## config.mk

```make
export PLATFORM = sky130hd
export DESIGN_NAME = axi_interface_master
export DESIGN_NICKNAME = d
export VERILOG_FILES = /design/src/rtl/axi_interface_master.sv
export SDC_FILE = /design/constraint.sdc
export NUM_CORES = 1
export LEC_CHECK = 0
export BUFFER_PORTS_ARGS = -buffer_cell sky130_fd_sc_hd__buf_2
export CAP_MARGIN = 15
export CORE_AREA = 2 2 125 127
export CTS_BUF_LIST = sky130_fd_sc_hd__clkbuf_8
export CTS_CLUSTER_SIZE = 8
export DETAILED_ROUTE_END_ITERATION = 8
export DIE_AREA = 0 0 127 129
export PLACE_DENSITY = 0.63
export SETUP_SLACK_MARGIN = 0.1
export SYNTH_ARGS = -nofsm -noshare
export SYNTH_HDL_FRONTEND = slang
export SYNTH_SLANG_ARGS = --single-unit
```

## constraint.sdc

```tcl
create_clock -name clk_i -period 1.4 [get_ports clk_i]
set_input_delay 0.28 -clock clk_i [delete_from_list [all_inputs] [get_ports clk_i]]
set_output_delay 0.28 -clock clk_i [all_outputs]
set_load 0.05 [all_outputs]
```

## src/rtl/axi_interface_master.sv

```systemverilog
`default_nettype none
// ============================================================================
// Module   : axi_interface_master
// Purpose  : Single-outstanding AXI4 master bridge. Each core request becomes
//            one AXI burst (AW/W/B for writes, AR/R for reads). Write and
//            read data are combinational pass-through streams. Completion is
//            reported as a one-cycle resp_valid pulse with resp_err.
// Options  : AXI_MASTER_LAST_CHECK_EN - count R beats, check rlast against
//            the requested length and rid against MASTER_ID.
// Revision : 1.0 - initial release
// ============================================================================

`ifndef ADDR_WIDTH
`define ADDR_WIDTH 32
`endif
`ifndef DATA_WIDTH
`define DATA_WIDTH 32
`endif
`ifndef LEN_BITS
`define LEN_BITS 8
`endif
`ifndef SIZE_BITS
`define SIZE_BITS 3
`endif
`ifndef ID_BITS
`define ID_BITS 4
`endif
`ifndef RESP_OKAY
`define RESP_OKAY 3'b000
`endif

module axi_interface_master #(
   parameter logic [`ID_BITS-1:0] MASTER_ID = '0
) (
   input  logic                      clk_i,
   input  logic                      rst_i,
   // core request
   input  logic                      req_valid,
   output logic                      req_ready,
   input  logic                      req_we,
   input  logic [`ADDR_WIDTH-1:0]    req_addr,
   input  logic [`LEN_BITS-1:0]      req_len,
   input  logic [`SIZE_BITS-1:0]     req_size,
   input  logic [1:0]                req_burst,
   // core write stream
   input  logic                      wr_valid,
   output logic                      wr_ready,
   input  logic [`DATA_WIDTH-1:0]    wr_data,
   input  logic [`DATA_WIDTH/8-1:0]  wr_strb,
   // core read stream
   output logic                      rd_valid,
   input  logic                      rd_ready,
   output logic [`DATA_WIDTH-1:0]    rd_data,
   output logic                      rd_last,
   // completion
   output logic                      resp_valid,
   output logic                      resp_err,
   // AXI AW
   output logic [`ID_BITS-1:0]       awid,
   output logic [`ADDR_WIDTH-1:0]    awaddr,
   output logic [`LEN_BITS-1:0]      awlen,
   output logic [`SIZE_BITS-1:0]     awsize,
   output logic [1:0]                awburst,
   output logic                      awvalid,
   input  logic                      awready,
   // AXI W
   output logic [`DATA_WIDTH-1:0]    wdata,
   output logic [`DATA_WIDTH/8-1:0]  wstrb,
   output logic                      wlast,
   output logic                      wvalid,
   input  logic                      wready,
   // AXI B
   input  logic [`ID_BITS-1:0]       bid,
   input  logic [2:0]                bresp,
   input  logic                      bvalid,
   output logic                      bready,
   // AXI AR
   output logic [`ID_BITS-1:0]       arid,
   output logic [`ADDR_WIDTH-1:0]    araddr,
   output logic [`LEN_BITS-1:0]      arlen,
   output logic [`SIZE_BITS-1:0]     arsize,
   output logic [1:0]                arburst,
   output logic                      arvalid,
   input  logic                      arready,
   // AXI R
   input  logic [`ID_BITS-1:0]       rid,
   input  logic [`DATA_WIDTH-1:0]    rdata,
   input  logic [2:0]                rresp,
   input  logic                      rlast,
   input  logic                      rvalid,
   output logic                      rready
);

   typedef enum logic [2:0] {
      IDLE    = 3'd0,
      WR_ADDR = 3'd1,
      WR_DATA = 3'd2,
      WR_RESP = 3'd3,
      RD_ADDR = 3'd4,
      RD_DATA = 3'd5
   } state_t;

   state_t                   state_q, state_d;
   logic [`ADDR_WIDTH-1:0]   addr_q, addr_d;
   logic [`LEN_BITS-1:0]     len_q, len_d;
   logic [`SIZE_BITS-1:0]    size_q, size_d;
   logic [1:0]               burst_q, burst_d;
   logic [`LEN_BITS-1:0]     beat_cnt_q, beat_cnt_d;
   logic                     err_q, err_d;

   logic w_cnt_last;   // current beat is the final one of the request
   logic w_rd_done;    // this R beat, if accepted, ends the burst
   logic w_beat_err;   // this R beat carries an error
   logic w_len_err;    // rlast disagrees with the requested length
   logic w_rd_count;   // read beats advance the beat counter
   logic w_unused;

   assign w_cnt_last = (beat_cnt_q == len_q);

`ifdef AXI_MASTER_LAST_CHECK_EN
   // Terminate on whichever comes first: rlast or the final counted beat;
   // any disagreement between the two is reported as an error.
   assign w_rd_done  = rlast | w_cnt_last;
   assign w_beat_err = (rresp != `RESP_OKAY) | (rid != MASTER_ID);
   assign w_len_err  = rlast ^ w_cnt_last;
   assign w_rd_count = 1'b1;
   assign w_unused   = ^bid;
`else
   // Slave's rlast alone ends the burst; rid is not inspected.
   assign w_rd_done  = rlast;
   assign w_beat_err = (rresp != `RESP_OKAY);
   assign w_len_err  = 1'b0;
   assign w_rd_count = 1'b0;
   assign w_unused   = ^{bid, rid};
`endif

   // Address channels always reflect the registered request, so they stay
   // stable for the whole burst regardless of core-side activity.
   assign awid    = MASTER_ID;
   assign awaddr  = addr_q;
   assign awlen   = len_q;
   assign awsize  = size_q;
   assign awburst = burst_q;
   assign arid    = MASTER_ID;
   assign araddr  = addr_q;
   assign arlen   = len_q;
   assign arsize  = size_q;
   assign arburst = burst_q;
   assign wdata   = wr_data;
   assign wstrb   = wr_strb;
   assign rd_data = rdata;

   // Next-state logic and handshake outputs for the burst sequencer
   always_comb begin
      state_d    = state_q;
      addr_d     = addr_q;
      len_d      = len_q;
      size_d     = size_q;
      burst_d    = burst_q;
      beat_cnt_d = beat_cnt_q;
      err_d      = err_q;
      req_ready  = 1'b0;
      awvalid    = 1'b0;
      wvalid     = 1'b0;
      wr_ready   = 1'b0;
      wlast      = 1'b0;
      bready     = 1'b0;
      arvalid    = 1'b0;
      rready     = 1'b0;
      rd_valid   = 1'b0;
      rd_last    = 1'b0;
      resp_valid = 1'b0;
      resp_err   = 1'b0;

      case (state_q)
         IDLE: begin
            req_ready = 1'b1;
            if (req_valid) begin
               addr_d     = req_addr;
               len_d      = req_len;
               size_d     = req_size;
               burst_d    = req_burst;
               beat_cnt_d = '0;
               err_d      = 1'b0;
               state_d    = req_we ? WR_ADDR : RD_ADDR;
            end
         end
         WR_ADDR: begin
            awvalid = 1'b1;
            if (awready) state_d = WR_DATA;
         end
         WR_DATA: begin
            wvalid   = wr_valid;
            wr_ready = wready;
            wlast    = w_cnt_last;
            if (wr_valid && wready) begin
               // Counter stops on the last beat so a full-length burst
               // finishes at the all-ones count without wrapping.
               if (w_cnt_last) state_d    = WR_RESP;
               else            beat_cnt_d = beat_cnt_q + 1'b1;
            end
         end
         WR_RESP: begin
            bready = 1'b1;
            if (bvalid) begin
               resp_valid = 1'b1;
               resp_err   = (bresp != `RESP_OKAY);
               state_d    = IDLE;
            end
         end
         RD_ADDR: begin
            arvalid = 1'b1;
            if (arready) state_d = RD_DATA;
         end
         RD_DATA: begin
            rd_valid = rvalid;
            rready   = rd_ready;
            rd_last  = w_rd_done;
            if (rvalid && rd_ready) begin
               err_d = err_q | w_beat_err;
               if (w_rd_done) begin
                  resp_valid = 1'b1;
                  resp_err   = err_q | w_beat_err | w_len_err;
                  state_d    = IDLE;
               end else if (w_rd_count) begin
                  beat_cnt_d = beat_cnt_q + 1'b1;
               end
            end
         end
         default: state_d = IDLE;
      endcase
   end

   // State and request registers; reset abandons any burst in flight
   always_ff @(posedge clk_i) begin
      if (rst_i) begin
         state_q    <= IDLE;
         addr_q     <= '0;
         len_q      <= '0;
         size_q     <= '0;
         burst_q    <= '0;
         beat_cnt_q <= '0;
         err_q      <= 1'b0;
      end else begin
         state_q    <= state_d;
         addr_q     <= addr_d;
         len_q      <= len_d;
         size_q     <= size_d;
         burst_q    <= burst_d;
         beat_cnt_q <= beat_cnt_d;
         err_q      <= err_d;
      end
   end

endmodule

`default_nettype wire

```

* Yosys cells after proc, flatten, opt, wreduce, memory -nomap -nowiden
Index checks and enable logic that the tools add are counted.
Storage, ports and cells: word-level logic and storage cells 70, bits in registers 57, input port bits 139, output and inout bits 178
Operators by class: add/sub/neg operators 1, bitwise gates (word level) 1, equality and inequality tests 15, reductions and logical operators 11, mux-type cells 35
Operators by type and width (number):
- 2-to-1 mux 3 bit | 9
- 2-to-1 mux 8 bit | 3
- 2-to-1 mux 1 bit | 18
- inequality test 2 bit (second input constant) | 9
- one-hot mux 3 bit (6 select lines) | 1
- one-hot mux 8 bit (2 select lines) | 1
- adder 8 x 1 -> 8 bit (second input constant) | 1
- equality test 8 bit | 1
- AND reduction 8 bit | 1
- equality test 3 x 2 -> 1 bit (second input constant) | 2
- equality test 3 bit (second input constant) | 2
- one-hot mux 1 bit (2 select lines) | 3
- nonzero test 3 bit | 2
- AND reduction 4 bit | 1
- nonzero test 2 bit | 2
- equality test 3 x 1 -> 1 bit (second input constant) | 1
- zero test 3 bit | 1
- AND reduction 3 bit | 1
- logical AND 1 bit | 2
- AND reduction 2 bit | 1
- OR 1 bit | 1

* Depth between registers and ports, before layout
depth after elaboration 5, gate-level depth with buffers 6, gate-level depth less buffers 6

* Least setup slack after synthesis
Ideal clock, no wire load.
kind reg2reg, start point reg state_q[0], end point reg beat_cnt_q[1], stages on the path, launching flop included 6, path buffers 1, required time 1.328 ns, library setup time 0.072 ns, setup slack -1.168 ns, clock period less this slack 2.568 ns, arrival 2.496 ns, cells stage by stage dfxtp_1 > buf_4 > nor3_1 > nand2_1 > o21ai_1 > mux2i_1
On the way: longest elaborated chain between the ends 3, elaborated cells between the ends (all ways) 8, classes of those cells eq/ne: 4; mux: 1; reduce/logical: 3
RTL lines:
- start: declaration | RTL line 103 | state_t state_q, state_d;
- start signal: assignment | RTL line 245 | state_q <= state_d;
- equality test 3 x 2 -> 1 bit or zero test 3 bit (tied branches) | RTL line 175 | case (state_q)
- inequality test 2 bit (no line) or nonzero test 2 bit (tied branches)
- AND reduction 4 bit (no line)
- end signal: assignment | RTL line 250 | beat_cnt_q <= beat_cnt_d;
- end: declaration | RTL line 108 | logic [`LEN_BITS-1:0] beat_cnt_q, beat_cnt_d;
Several ways; a longest one is shown, not always the timed one. A chain may end at the register's enable or synchronous reset.

* Final worst setup path
start point reg len_q[4] (netlist: arlen[4]), end point out wlast
On the way: longest elaborated chain between the ends 2
RTL lines:
- start: declaration | RTL line 105 | logic [`LEN_BITS-1:0] len_q, len_d;
- start signal: assignment | RTL line 247 | len_q <= len_d;
- equality test 8 bit | RTL line 118 | assign w_cnt_last = (beat_cnt_q == len_q);
- 2-to-1 mux 1 bit | RTL line 175
- end: declaration | RTL line 69 | output logic wlast,
No other way between the ends.

==> out/metrics.yaml <==
pwr:
  power.leakage_uw: 0.002825
  fin_total_pwr_uw: 13520
  max-vdd-ir-drop_v: 0.0009050
  cellPowerDensity_nw_per_um2: 2151
timing:
  hold_viol: 0
  setup_viol_count_final: 69
  fmax_ghz: 0.5088
  finalSetupTns_ns: -16.26
  grt_setup_unrepaired: "yes"
  skew_ns: 0.009989
  final-max-slew-violation-count: 0
  worst_hold_slack_ns: 0.1376
  period_share_pct: 140.4
  fin_crit_ns: 1.966
  setup_ws_ns: -0.5655
critical_path:
  critPathTopFamily: "simple AND/OR/NAND/NOR gates"
  crit_chain: "xor2_4, nor4_4, and3b_2, buf_12"
  r2r_end: "beat_cnt_q[4]$_SDFFE_PP0P_"
  worstSetupPathType: "reg2out"
  worstPathMaxFanout: 3
  reg2reg_slack_ns: -0.34
  reg2reg_from: "beat_cnt_q[2]$_SDFFE_PP0P_"
  critPathBufInv: 1
  critPathArrivalTime_ns: 1.69
  critical_path_required_ns: 1.12
  worst_path_largest_cell_delay_ns: 0.37
  critPathLaunchType: "flop"
  endpoint_kind: "output pin"
  reg2regPathDepth: 7
  crit_path_top_delay_cell: "dfxtp_4"
floorplan:
  core_um2: 14980
  fp-row-count: 45
  initial_core_util_pct: 22.62
  ios: 317
  die_w_um: 127
  die_height_um: 129
  die_area_um2: 16380
final_layout:
  antenna_cells: 0
  finalNonFillerCells: 747
  area_growth_pct: 85.52
  drive_gt1_share_pct: 82.83
  final_nets: 694
drt:
  drt-initial-drc-count: 82
  ant_nets: 0
  drcViolationCount: 0
  firstDrtPassIters: 4
  vias_per_cell: 4.392
  wirelength_mm: 12.43
  wire_per_inst_um: 16.64
  via_count: 3281
grt:
  busiest_layer: "met2"
  grt_use_total_pct: 13.65
  met2_usage_pct: 23.40
  grt_use_met1_pct: 15.15
  grt-ovfl-total: 0
  grt_start_max_net_pins: 26
  antenna_found_initial: 0
  grt_pass1_wl_mm: 16.99
  grt_pass1_vias: 3113
  grt.met3_usage_pct: 4.532
yosys:
  yosysWarnings: 0
  ys_top_cells_by_area: "dfxtp_1 (34%), buf_4 (27%), nand2_1 (11%)"
  synth_edf_count: 0
  synthFlopType: "dfxtp_1"
  yosysMostFrequentCell: "buf_4"
  synth_area_um2: 3388
  synth-seq-cells: 57
  yosysUniqueCellTypes: 41
  synth-seq-area-share_pct: 33.68
  ys_async_sr_fraction_pct: 0
  synth_top_area_cell: "dfxtp_1"
  syn-instance-count: 437
  syn_area_per_cell_um2: 7.753
  synth_top_area_share_pct: 33.68
  synth_commonest_cells: "buf_4 (123), nand2_1 (96), dfxtp_1 (57)"
clock_network:
  clk_latency_ns: 0.36
  cts.reportedPaths.clkPinSlew_ns: 0.08
  clk_path_buf_depth: 2
  clock-sinks: 57
  cts_tree: "done"
  cts_root_buf: "clkbuf_8"
  cts_inserted_buffers: 9
  htreeDepth: 3
min_path:
  hold_path_end: "araddr[10]$_SDFFE_PP0P_"
  hp-class: "in2reg"
  min_from: "req_addr[10]"
  min_path_cells: 3
placed_design:
  place_inst: 701
  port_buffers: 164
  hpwl_mm: 7.068
  gp_congestion: 0.7874
outcome:
  status: "finished, violations left"
  violations: "negative setup slack"
job:
  cap_violations: 0
[registers in the layout, indices dropped and copies added, names as in the netlist]
register / cells
araddr: 32
arlen: 8
beat_cnt_q: 8
arsize: 3
state_q: 3
arburst: 2
err_q: 1
[timing repair]
action,4_1_cts,5_1_grt
gates resized for setup,277,245
pin swaps,80,58
hold buffers,0,0
setup endpoints to repair,119,125
buffers inserted,19,9
cloned,7,1
[power breakdown]
part           internal (uW)  switching [uW]  leakage (uW)
Clock                    997             780     0.0000991
Combinational           4030            5230       0.00224
Sequential              2020             468      0.000485
[how the worst max path moves through the flow]
stage | from | endpoint | slack [ns] | depth (start not counted)
floorplan | state_q[1]$_SDFFE_PP0P_ | resp_err | -0.25 | 5
global placement | rresp[1] | resp_err | -0.19 | 5
detailed placement | beat_cnt_q[2]$_SDFFE_PP0P_ | beat_cnt_q[0]$_SDFFE_PP0P_ | -0.21 | 6
CTS | beat_cnt_q[7]$_SDFFE_PP0P_ | wlast | -0.55 | 4
global route | arlen[4]$_SDFFE_PP0P_ | wlast | -0.61 | 4
finish | arlen[4]$_SDFFE_PP0P_ | wlast | -0.57 | 4
[through the flow]
stage | area [um^2] | worst slack (ns) | utilization, %
after floorplan | 3627 | -0.2548 | -
after detailed placement | 4034 | -0.2071 | 26.93
after global routing | 6286 | -0.6075 | 41.97
final | 6286 | -0.5655 | 41.97
after global placement | 4034 | -0.1858 | 26.93
after CTS | 5528 | -0.5527 | 36.91
[layer usage]
layer	wire length [um]	share of wire, %	vias to the layer above
met5	0	0	-
li1	-	-	1550
met4	389	3.1	0
met3	810	6.5	38
met1	4541	37	1544
met2	6690	54	149
[cell families (layout without fill, tap and decap cells)]
kind of cell	after synthesis	after routing	synth area share, %
buf+inv	142	257	29.47
other cells	1	8	0.1107
simple gates	155	155	21.75
flops	57	57	33.68
xor+xnor	8	8	2.068
compound gates	69	69	11.30
fa+ha+maj	1	1	0.3692
mux	4	4	1.256
[worst reg2reg max path: stages (launching register included)]
cell     delay, ns
dfxtp_1       0.41
xor2_2        0.18
nor4_2        0.05
buf_4         0.14
buf_4         0.13
a21oi_4       0.27
nand3_1       0.15
mux2_4        0.31
[area by class of cell]
class | instances | area (um^2)
Timing Repair Buffer | 239 | 2364
Multi-Input combinational cell | 245 | 2240
Clock inverter | 7 | 95.09
Tap cell | 188 | 235.2
Fill cell | 1391 | 8691
Sequential cell | 57 | 1216
Clock buffer | 9 | 123.9
Inverter | 2 | 12.51
[layout by cell type, fill, tap and decap left out, types with 5 or more instances in the layout]
cell,Yosys,layout
a21oi_2,1,46
buf_12,0,8
buf_16,0,7
buf_2,3,66
buf_4,123,56
buf_6,0,75
buf_8,0,26
clkbuf_8,0,9
conb_1,1,8
dfxtp_1,57,21
dfxtp_2,0,24
dfxtp_4,0,12
nand2_1,96,13
nand2_2,0,27
nand2_4,0,55
nand2b_1,7,6
nand3_1,8,5
nor2_1,10,9
nor3_1,9,5
o21ai_1,2,5
xor2_2,0,5
(Power assumes the default switching activity.)
